==> src/rtl/oam_dma_if.sv <==
// Bus bundle for the OAM DMA engine: CPU register port, source RAM port and OAM write port.
// The master modport is the DMA engine; the slave modport is the surrounding system.
interface oam_dma_if;
  logic        reg_wr;
  logic [7:0]  reg_wdata;
  logic [7:0]  reg_rdata;
  logic        busy;
  logic        cpu_block;
  logic [15:0] src_addr;
  logic        src_cs;
  logic        src_oe;
  logic        src_we;
  logic [7:0]  src_rdata;
  logic [7:0]  oam_addr;
  logic [7:0]  oam_wdata;
  logic        oam_we;

  modport master (
    input  reg_wr, reg_wdata, src_rdata,
    output reg_rdata, busy, cpu_block, src_addr, src_cs, src_oe, src_we,
           oam_addr, oam_wdata, oam_we
  );

  modport slave (
    output reg_wr, reg_wdata, src_rdata,
    input  reg_rdata, busy, cpu_block, src_addr, src_cs, src_oe, src_we,
           oam_addr, oam_wdata, oam_we
  );
endinterface

==> src/rtl/oam_dma.sv <==
// Game Boy OAM DMA engine (FF46): copies NUM_BYTES from {page, idx} into OAM 0x00..NUM_BYTES-1.
// Optional macro OAM_DMA_ECHO_MIRROR_EN folds source pages 0xE0..0xFF onto the WRAM echo 0xC0..0xDF.
module oam_dma #(
  parameter int CYCLES_PER_BYTE = 4,
  parameter int START_DELAY     = 4,
  parameter int NUM_BYTES       = 160
) (
  input logic       clk,
  input logic       rst,
  oam_dma_if.master bus
);
  localparam int PH_W     = $clog2(CYCLES_PER_BYTE);
  localparam int DLY_W    = (START_DELAY > 1) ? $clog2(START_DELAY) : 1;
  localparam int DLY_LAST = (START_DELAY > 0) ? START_DELAY - 1 : 0;

  typedef enum logic [1:0] {S_IDLE, S_START, S_XFER} state_t;

  state_t           state_q, state_d;
  logic [7:0]       idx_q, idx_d;
  logic [PH_W-1:0]  ph_q, ph_d;
  logic [DLY_W-1:0] dly_q, dly_d;
  logic [7:0]       page_q, page_d;

  logic        busy_q, busy_d;
  logic        blk_q;
  logic [15:0] src_addr_q, src_addr_d;
  logic        src_cs_q, src_cs_d;
  logic        src_oe_q;
  logic [7:0]  oam_addr_q, oam_addr_d;
  logic [7:0]  oam_wdata_q, oam_wdata_d;
  logic        oam_we_q, oam_we_d;

  function automatic logic [7:0] src_page(input logic [7:0] p);
`ifdef OAM_DMA_ECHO_MIRROR_EN
    if (p >= 8'hE0) return p - 8'h20;
    else            return p;
`else
    return p;
`endif
  endfunction

  // A register write always wins, including a restart on the final byte's last phase.
  always_comb begin
    state_d = state_q;
    idx_d   = idx_q;
    ph_d    = ph_q;
    dly_d   = dly_q;
    page_d  = page_q;
    if (bus.reg_wr) begin
      page_d  = bus.reg_wdata;
      idx_d   = '0;
      ph_d    = '0;
      dly_d   = '0;
      state_d = (START_DELAY == 0) ? S_XFER : S_START;
    end else begin
      unique case (state_q)
        S_START: begin
          if (dly_q == DLY_W'(DLY_LAST)) state_d = S_XFER;
          else                           dly_d   = dly_q + 1'b1;
        end
        S_XFER: begin
          if (ph_q == PH_W'(CYCLES_PER_BYTE - 1)) begin
            ph_d = '0;
            if (idx_q == 8'(NUM_BYTES - 1)) state_d = S_IDLE;
            else                            idx_d   = idx_q + 8'd1;
          end else begin
            ph_d = ph_q + 1'b1;
          end
        end
        default: state_d = state_q;
      endcase
    end
  end

  // Outputs are decoded from the next state so every bus pin comes straight from a flop.
  always_comb begin
    busy_d      = (state_d != S_IDLE);
    src_cs_d    = (state_d == S_XFER) && (ph_d == PH_W'(0));
    src_addr_d  = src_cs_d ? {src_page(page_d), idx_d} : src_addr_q;
    oam_addr_d  = ((state_d == S_XFER) && (ph_d == PH_W'(1))) ? idx_d : oam_addr_q;
    oam_we_d    = (state_d == S_XFER) && (ph_d == PH_W'(2));
    oam_wdata_d = oam_wdata_q;
    if ((state_q == S_XFER) && (ph_q == PH_W'(1)) && !bus.reg_wr)
      oam_wdata_d = bus.src_rdata;
  end

  always_ff @(posedge clk) begin
    if (rst) begin
      state_q     <= S_IDLE;
      idx_q       <= '0;
      ph_q        <= '0;
      dly_q       <= '0;
      page_q      <= 8'hFF;
      busy_q      <= 1'b0;
      blk_q       <= 1'b0;
      src_addr_q  <= '0;
      src_cs_q    <= 1'b0;
      src_oe_q    <= 1'b0;
      oam_addr_q  <= '0;
      oam_wdata_q <= '0;
      oam_we_q    <= 1'b0;
    end else begin
      state_q     <= state_d;
      idx_q       <= idx_d;
      ph_q        <= ph_d;
      dly_q       <= dly_d;
      page_q      <= page_d;
      busy_q      <= busy_d;
      blk_q       <= busy_d;
      src_addr_q  <= src_addr_d;
      src_cs_q    <= src_cs_d;
      src_oe_q    <= src_cs_d;
      oam_addr_q  <= oam_addr_d;
      oam_wdata_q <= oam_wdata_d;
      oam_we_q    <= oam_we_d;
    end
  end

  assign bus.reg_rdata = page_q;
  assign bus.busy      = busy_q;
  assign bus.cpu_block = blk_q;
  assign bus.src_addr  = src_addr_q;
  assign bus.src_cs    = src_cs_q;
  assign bus.src_oe    = src_oe_q;
  assign bus.src_we    = 1'b0;
  assign bus.oam_addr  = oam_addr_q;
  assign bus.oam_wdata = oam_wdata_q;
  assign bus.oam_we    = oam_we_q;
endmodule

==> src/flat_wrapper.sv <==
// flat-port wrapper written by rule: the top's interface ports become plain ports
module oam_dma_flat 
#(
  parameter int CYCLES_PER_BYTE = 4,
  parameter int START_DELAY     = 4,
  parameter int NUM_BYTES       = 160
)
  (clk, rst, bus_reg_wr, bus_reg_wdata, bus_src_rdata, bus_reg_rdata, bus_busy, bus_cpu_block, bus_src_addr, bus_src_cs, bus_src_oe, bus_src_we, bus_oam_addr, bus_oam_wdata, bus_oam_we);
  oam_dma_if bus_i ();
  input logic clk;
  input logic rst;
  input wire logic [$bits(bus_i.reg_wr)-1:0] bus_reg_wr;
  input wire logic [$bits(bus_i.reg_wdata)-1:0] bus_reg_wdata;
  input wire logic [$bits(bus_i.src_rdata)-1:0] bus_src_rdata;
  output wire logic [$bits(bus_i.reg_rdata)-1:0] bus_reg_rdata;
  output wire logic [$bits(bus_i.busy)-1:0] bus_busy;
  output wire logic [$bits(bus_i.cpu_block)-1:0] bus_cpu_block;
  output wire logic [$bits(bus_i.src_addr)-1:0] bus_src_addr;
  output wire logic [$bits(bus_i.src_cs)-1:0] bus_src_cs;
  output wire logic [$bits(bus_i.src_oe)-1:0] bus_src_oe;
  output wire logic [$bits(bus_i.src_we)-1:0] bus_src_we;
  output wire logic [$bits(bus_i.oam_addr)-1:0] bus_oam_addr;
  output wire logic [$bits(bus_i.oam_wdata)-1:0] bus_oam_wdata;
  output wire logic [$bits(bus_i.oam_we)-1:0] bus_oam_we;
  assign bus_i.reg_wr = bus_reg_wr;
  assign bus_i.reg_wdata = bus_reg_wdata;
  assign bus_i.src_rdata = bus_src_rdata;
  assign bus_reg_rdata = bus_i.reg_rdata;
  assign bus_busy = bus_i.busy;
  assign bus_cpu_block = bus_i.cpu_block;
  assign bus_src_addr = bus_i.src_addr;
  assign bus_src_cs = bus_i.src_cs;
  assign bus_src_oe = bus_i.src_oe;
  assign bus_src_we = bus_i.src_we;
  assign bus_oam_addr = bus_i.oam_addr;
  assign bus_oam_wdata = bus_i.oam_wdata;
  assign bus_oam_we = bus_i.oam_we;
  oam_dma #(.CYCLES_PER_BYTE(CYCLES_PER_BYTE), .START_DELAY(START_DELAY), .NUM_BYTES(NUM_BYTES)) u_core (.clk(clk), .rst(rst), .bus(bus_i));
endmodule
==> config.mk <==
export PLATFORM = sky130hd
export DESIGN_NAME = oam_dma_flat
export DESIGN_NICKNAME = d
export VERILOG_FILES = /design/src/rtl/oam_dma_if.sv /design/src/rtl/oam_dma.sv /design/src/flat_wrapper.sv
export SDC_FILE = /design/constraint.sdc
export NUM_CORES = 1
export LEC_CHECK = 0
export BUFFER_PORTS_ARGS = -buffer_cell sky130_fd_sc_hd__buf_2
export CORE_MARGIN = 8
export CORE_UTILIZATION = 45
export DETAILED_ROUTE_END_ITERATION = 10
export PLACE_DENSITY = 0.7
export SETUP_SLACK_MARGIN = 0.05
export SYNTH_ARGS = -nofsm -noshare
export SYNTH_HDL_FRONTEND = slang
export SYNTH_SLANG_ARGS = --single-unit
==> constraint.sdc <==
create_clock -name clk -period 6.8 [get_ports clk]
set_input_delay 0.68 -clock clk [delete_from_list [all_inputs] [get_ports clk]]
set_output_delay 0.68 -clock clk [all_outputs]
set_load 0.005 [all_outputs]
==> results of run 1 <==
-- where the power goes --
group / leakage [nW] / internal, mW / switching (mW)
clock: 0.120 / 0.253 / 0.131
sequential: 0.462 / 0.338 / 0.00216
combinational: 0.918 / 0.0147 / 0.0185
-- metal layers --
metal	global-route usage	share of wire
met1	0.151	0.47
met2	0.202	0.45
met3	0.0549	0.061
met4	0.0719	0.014
met5	0	0
-- worst paths after layout --
path                                 end  depth (start not counted)  slack [ps]                   start
setup / recovery  u_core.bus.src_addr[5]                          5        4100       u_core.state_q[1]
hold / removal    u_core.bus.oam_addr[6]                          2         480  u_core.bus.oam_addr[6]
setup reg to reg  u_core.bus.src_addr[5]                          5        4100       u_core.state_q[1]
hold reg to reg   u_core.bus.oam_addr[6]                          2         480  u_core.bus.oam_addr[6]
-- cell families (layout without fill, tap and decap cells) --
family	count (synthesis)	after routing	synth area share
other cells	1	1	0.00153
flops	57	57	0.465
simple gates	93	93	0.225
compound gates	22	22	0.0592
xor+xnor	4	4	0.0143
fa+ha+maj	6	6	0.0306
buf+inv	29	92	0.0510
mux	37	37	0.153
-- state kept, by name, summed over array words and instances, names as in the netlist --
register and cells:
u_core.bus.src_addr 16, u_core.bus.oam_addr 8, u_core.bus.oam_wdata 8, u_core.bus.reg_rdata 8, u_core.idx_q 8, u_core.dly_q 2, u_core.ph_q 2, u_core.state_q 2
u_core.bus.busy 1, u_core.bus.oam_we 1, u_core.bus.src_cs 1
-- cell type report --
| class | count | area, sq um |
|---|---|---|
| multi-input cells | 163 | 1190 |
| inverters | 12 | 45.0 |
| well taps | 72 | 90.1 |
| clock inverters | 5 | 103 |
| clock buffers | 11 | 141 |
| fillers | 486 | 2340 |
| repair buffers | 64 | 323 |
| flip-flops and latches | 57 | 1140 |
-- layout by cell type (no fill, tap or decap), drive strengths merged, types with 2 or more instances in the layout --
cell type  instances
o21ai              2
a31oi              9
nand3              5
nor3               6
nor3b              9
clkbuf            11
o22ai              2
bufinv             3
dfxtp             57
a21oi              2
mux2i             33
nand2b            22
xor2               2
mux2               4
nand2              8
xnor2              2
nor2b              4
o21a               2
nor2              21
inv               12
nand4             10
buf               64
ha                 6
-- worst reg2reg max path, stage by stage (launching register included) --
cell     delay, ps
dfxtp_1        380
ha_1           370
mux2i_1        370
nor4b_4        790
nand3_4        330
mux2_2         360
==> results.sh, run 1 <==
export IMPL_outcome="finished clean"
export IMPL_fin_crit_sh=0.398
export IMPL_path_buf_inv=0
export IMPL_nets=332
export IMPL_clock_path_buffers=2
export IMPL_fin_skew_ps=5.95
export IMPL_drv_slew=0
export IMPL_pre_cts_ws_ps=4070
export IMPL_synthTopCellsByCount="57 x dfxtp_1, 33 x mux2i_1, 22 x nand2b_1, 21 x nor2_1, 12 x inv_1"
export IMPL_io_buffers=63
export IMPL_drt_initial_drc_count=58
export IMPL_dp_hpwl_mm=3.73
export IMPL_yosysWarnings=0
export IMPL_start_util=0.457
export IMPL_cts_buffers=9
export IMPL_syn_cell_area_sq_um=2450
export IMPL_clk_pin_slew_worst_paths_ps=60
export IMPL_io_pins=65
export IMPL_min_period_ps=2700
export IMPL_finalNonFillerCells=384
export IMPL_finalWeightedCongestion=0.798
export IMPL_crit_type="flop to flop"
export IMPL_avgSynthCellArea_sq_um=9.85
export IMPL_slew_headroom=0.408
export IMPL_yosys_most_used_dff="dfxtp_1"
export IMPL_antenna_found_initial=0
export IMPL_worst_slack_ps=4100
export IMPL_critPathMaxFanout=18
export IMPL_cp_top_family="simple AND/OR/NAND/NOR gates"
export IMPL_tightest_slew_ps=885
export IMPL_setup_tns_ps=0
export IMPL_root_buffer="clkbuf_8"
export IMPL_placementRows=27
export IMPL_cp_required_ps=7020
export IMPL_finalPower_uw=757
export IMPL_post_drt_wl_per_cell_microns=13.5
export IMPL_clock_sinks=57
export IMPL_yosysUniqueCellTypes=40
export IMPL_viasPerCell=4.94
export IMPL_synth_seq_cells=57
export IMPL_design_area_sq_um=3030
export IMPL_cp_arrival_ps=2930
export IMPL_setup_violations=0
export IMPL_seq_area_frac_synth=0.465
export IMPL_start_kind="flop"
export IMPL_min_path_type="flop to flop"
export IMPL_htreeDepth=3
export IMPL_crit_path_end_kind="flop"
export IMPL_hold_viol_final=0
export IMPL_critical_path_max_stage_delay_ps=790
export IMPL_ys_top_cells_by_area="dfxtp_1 47%, mux2i_1 13%, nand2b_1 5.6%, nor2_1 3.2%, ha_1 3.1%"
export IMPL_wirelength_mm=5.19
export IMPL_p_leak_nw=1.50
export IMPL_dr_total_vias=1896
export IMPL_synth_top_cell_area_share=0.465
export IMPL_synth_enable_flop_cells=0
export IMPL_grt_usage=0.131
export IMPL_drc_errors=0
export IMPL_finalCoreUtilization=0.564
export IMPL_cts_hold_buf=0
export IMPL_synth_area_leader_cell="dfxtp_1"
export IMPL_synthesis_instances=249
export IMPL_maxCapViolations=0
export IMPL_design_die_area_sq_um=8070
export IMPL_overflow=0
export IMPL_grt_pass1_vias=1878
export IMPL_worst_hold_slack_ps=476
export IMPL_dp_cells=368
export IMPL_cts_setup_buffers=0
export IMPL_slowest_stage="nor4b_4"
export IMPL_place_area_sq_um=2790
export IMPL_ys_async_sr_fraction=0
export IMPL_die_w_microns=89.8
export IMPL_drtPass1Iterations=4
export IMPL_num_antenna_cells=0
export IMPL_rsz0062_at_grt="false"
export IMPL_synth_nets=274
export IMPL_cp_cell_sequence="ha_1 -> mux2i_1 -> nor4b_4 -> nand3_4 -> mux2_2"
export IMPL_clk_latency_ps=330
export IMPL_synthToLayoutAreaGrowth_pct=23.5
export IMPL_cts_resized_gates=0
export IMPL_p_per_area_nw_per_um2=250
export IMPL_coreArea_sq_um=5370
export IMPL_fmax_mhz=370
export IMPL_drtAntennaViolNets=0
export IMPL_synth_most_common_cell="dfxtp_1"
export IMPL_cts_tree="built"
export IMPL_worst_ir_drop_vdd_v=0.000166
export IMPL_grt_pass1_wl_mm=8.71
export IMPL_drive_above_1_share=0.285
export IMPL_die_height_microns=89.8
export IMPL_grt_max_degree=46
Power figures use the tool's default switching activity.
==> inputs of run 2 (changes only) <==
--- a/config.mk
+++ b/config.mk
@@ -5,11 +5,12 @@
 export SDC_FILE = /design/constraint.sdc
 export NUM_CORES = 1
 export LEC_CHECK = 0
+export ABC_AREA = 1
 export BUFFER_PORTS_ARGS = -buffer_cell sky130_fd_sc_hd__buf_2
 export CORE_MARGIN = 8
 export CORE_UTILIZATION = 45
 export DETAILED_ROUTE_END_ITERATION = 10
-export PLACE_DENSITY = 0.7
+export PLACE_DENSITY = 0.69
 export SETUP_SLACK_MARGIN = 0.05
 export SYNTH_ARGS = -nofsm -noshare
 export SYNTH_HDL_FRONTEND = slang
==> constraint.sdc (replaced) <==
create_clock -name clk -period 2.51 [get_ports clk]
set_input_delay 0.251 -clock clk [delete_from_list [all_inputs] [get_ports clk]]
set_output_delay 0.251 -clock clk [all_outputs]
set_load 0.005 [all_outputs]
==> run 2 against run 1 <==
  * Final cell count increased by 33%
  * Clock power increased by 120%
  * Utilization shrank 1.7 points
  * Sequential share of layout area down 1.8 points
  * Critical path type unchanged
  * Largest power group is now sequential cells
  * Highest routed layer unchanged
==> results.sh, run 2 <==
export IMPL_critPathMaxFanout=22
export IMPL_clock_sinks=57
export IMPL_synth_area_leader_cell="dfxtp_1"
export IMPL_final_cell_mix="77 x nor2_1, 73 x nand2_1, 63 x buf_2"
export IMPL_worst_hold_slack_ps=154
export IMPL_synthTopCellsByCount="77 x nor2_1, 73 x nand2_1, 60 x inv_1, 57 x dfxtp_1, 17 x nand4_1"
export IMPL_synth_enable_flop_cells=0
export IMPL_synth_nets=399
export IMPL_synthToLayoutAreaGrowth_pct=19.1
export IMPL_wirelength_mm=6.06
export IMPL_dr_total_vias=2345
export IMPL_clock_path_buffers=2
export IMPL_whs_path_depth=3
export IMPL_die_w_microns=93.1
export IMPL_reg2reg_slack_ps=460
export IMPL_cts_tree="built"
export IMPL_ys_top_cells_by_area="dfxtp_1 43%, nor2_1 11%, nand2_1 10%, inv_1 8.4%, nand4_1 4.0%"
export IMPL_grt_usage=0.146
export IMPL_reg2regPathDepth=11
export IMPL_coreArea_sq_um=5820
export IMPL_crit_type="flop to flop"
export IMPL_grt_pass1_wl_mm=10.2
export IMPL_design_die_area_sq_um=8660
export IMPL_drive_above_1_share=0.224
export IMPL_cp_cell_sequence="inv_1 -> ha_1 -> inv_1 -> nor2_1 -> o21ai_2 -> nand2_1 -> inv_2 -> nand3_4 -> nand2_1 -> inv_2 -> nor2_1"
export IMPL_synthesis_instances=374
export IMPL_min_from="bus_reg_wdata[3]"
export IMPL_drtAntennaViolNets=0
export IMPL_worst_ir_drop_vdd_v=0.000321
export IMPL_fmax_mhz=488
export IMPL_post_drt_wl_per_cell_microns=11.8
export IMPL_avgSynthCellArea_sq_um=7.15
export IMPL_yosysWarnings=0
export IMPL_ys_async_sr_fraction=0
export IMPL_largest_reg_flops=16
export IMPL_cts_setup_buffers=0
export IMPL_syn_cell_area_sq_um=2670
export IMPL_tightest_slew_ps=526
export IMPL_synth_most_common_cell="nor2_1"
export IMPL_final_common_cell="nor2_1"
export IMPL_p_per_area_nw_per_um2=588
export IMPL_rsz0062_at_grt="false"
export IMPL_placementRows=28
export IMPL_cts_hold_buf=0
export IMPL_start_util=0.460
export IMPL_overflow=0
export IMPL_io_pins=65
export IMPL_dp_hpwl_mm=4.41
export IMPL_yosysUniqueCellTypes=28
export IMPL_seq_area_frac_synth=0.427
export IMPL_drtPass1Iterations=4
export IMPL_pre_cts_ws_ps=392
export IMPL_cts_resized_gates=0
export IMPL_grt_pass1_vias=2338
export IMPL_start_kind="flop"
export IMPL_drt_initial_drc_count=127
export IMPL_cp_arrival_ps=2320
export IMPL_crit_path_end_kind="flop"
export IMPL_finalCoreUtilization=0.548
export IMPL_path_buf_inv=4
export IMPL_min_period_ps=2050
export IMPL_slew_headroom=0.649
export IMPL_fin_skew_ps=8.23
export IMPL_synth_top_cell_area_share=0.427
export IMPL_slowest_stage="ha_1"
export IMPL_grt_max_degree=23
export IMPL_num_antenna_cells=0
export IMPL_setup_tns_ps=0
export IMPL_setup_violations=0
export IMPL_htreeDepth=3
export IMPL_worst_slack_ps=462
export IMPL_finalWeightedCongestion=0.826
export IMPL_finalPower_mw=1.87
export IMPL_root_buffer="clkbuf_8"
export IMPL_nets=457
export IMPL_clk_latency_ps=340
export IMPL_min_path_type="input port to flop"
export IMPL_r2r_start="u_core.state_q[0]"
export IMPL_drv_slew=0
export IMPL_outcome="finished clean"
export IMPL_fin_crit_sh=0.816
export IMPL_synth_seq_cells=57
export IMPL_drc_errors=0
export IMPL_critical_path_max_stage_delay_ps=330
export IMPL_hold_end="u_core.bus.reg_rdata[3]"
export IMPL_maxCapViolations=0
export IMPL_cts_buffers=9
export IMPL_clk_pin_slew_worst_paths_ps=60
export IMPL_r2r_end="u_core.bus.src_addr[13]"
export IMPL_cp_required_ps=2780
export IMPL_hold_viol_final=0
export IMPL_viasPerCell=4.58
export IMPL_die_height_microns=93.1
export IMPL_yosys_most_used_dff="dfxtp_1"
export IMPL_cp_top_family="simple AND/OR/NAND/NOR gates"
export IMPL_io_buffers=63
export IMPL_p_leak_nw=1.62
export IMPL_antenna_found_initial=0
[run 2: cell count changes after synthesis, moves of 12 or more]
cell	previous run	this run
nor2_1	21	77
o21ai_0	2	14
inv_1	12	60
mux2i_1	33	8
nand2_1	8	73
nand2b_1	22	0
[run 2: kinds of logic after synthesis]
| logic type | after synthesis | synth area share |
|---|---|---|
| AND/OR/NAND/NOR | 194 | 0.328 |
| buffers and inverters | 83 | 0.135 |
| flip-flops | 57 | 0.427 |
| AO/OA/AOI/OAI | 22 | 0.0412 |
| multiplexers | 8 | 0.0299 |
| adder cells (fa/ha/maj) | 6 | 0.0281 |
| XOR/XNOR | 3 | 0.00983 |
| other | 1 | 0.00140 |
[run 2: final cells by class]
| type | count | area [sq um] |
|---|---|---|
| Fill cell | 590 | 2630 |
| Multi-Input combinational cell | 234 | 1180 |
| Sequential cell | 57 | 1140 |
| Timing Repair Buffer | 65 | 330 |
| Inverter | 65 | 246 |
| Clock buffer | 11 | 141 |
| Tap cell | 75 | 93.8 |
| Clock inverter | 5 | 55.1 |
[run 2: where the power goes]
part / internal (mW) / leakage (nW) / switching (mW) / total (mW)
combinational: 0.0393 / 1.06 / 0.0634 / 0.103
sequential: 0.916 / 0.462 / 0.00571 / 0.922
clock: 0.482 / 0.0953 / 0.368 / 0.849
[run 2: metal layers]
layer / wire, microns / up-vias / GRT usage
met2: 2720 / 58 / 0.237
li1: - / 1252 / -
met1: 2890 / 1027 / 0.169
met3: 370 / 8 / 0.0481
met5: 0 / - / 0
met4: 79 / 0 / 0.0765
[run 2: worst min-delay path: cells and delay by family]
family                 cells  cell delay (ps)
buffers and inverters      1               70
and+or+nand+nor            1               60
muxes                      1               80
[run 2: worst max path at each step]
stage / slack, ps / cells past startpoint / from / to
finish: 460 / 11 / u_core.state_q[0] / u_core.bus.src_addr[13]
global route: 160 / 11 / u_core.state_q[0] / u_core.bus.src_addr[10]
CTS: 370 / 11 / u_core.state_q[0] / u_core.bus.src_addr[13]
detailed placement: 390 / 10 / u_core.state_q[0] / u_core.bus.src_addr[5]
global placement: 490 / 10 / u_core.state_q[0] / u_core.bus.src_addr[5]
floorplan: 700 / 10 / u_core.state_q[0] / u_core.bus.oam_addr[5]
[run 2: stage by stage]
step | std cells | instance area [sq um]
floorplan | 374 | 2670
global placement | 496 | 2980
detailed placement | 496 | 2980
CTS | 512 | 3180
global route | 512 | 3180
finish | 512 | 3180
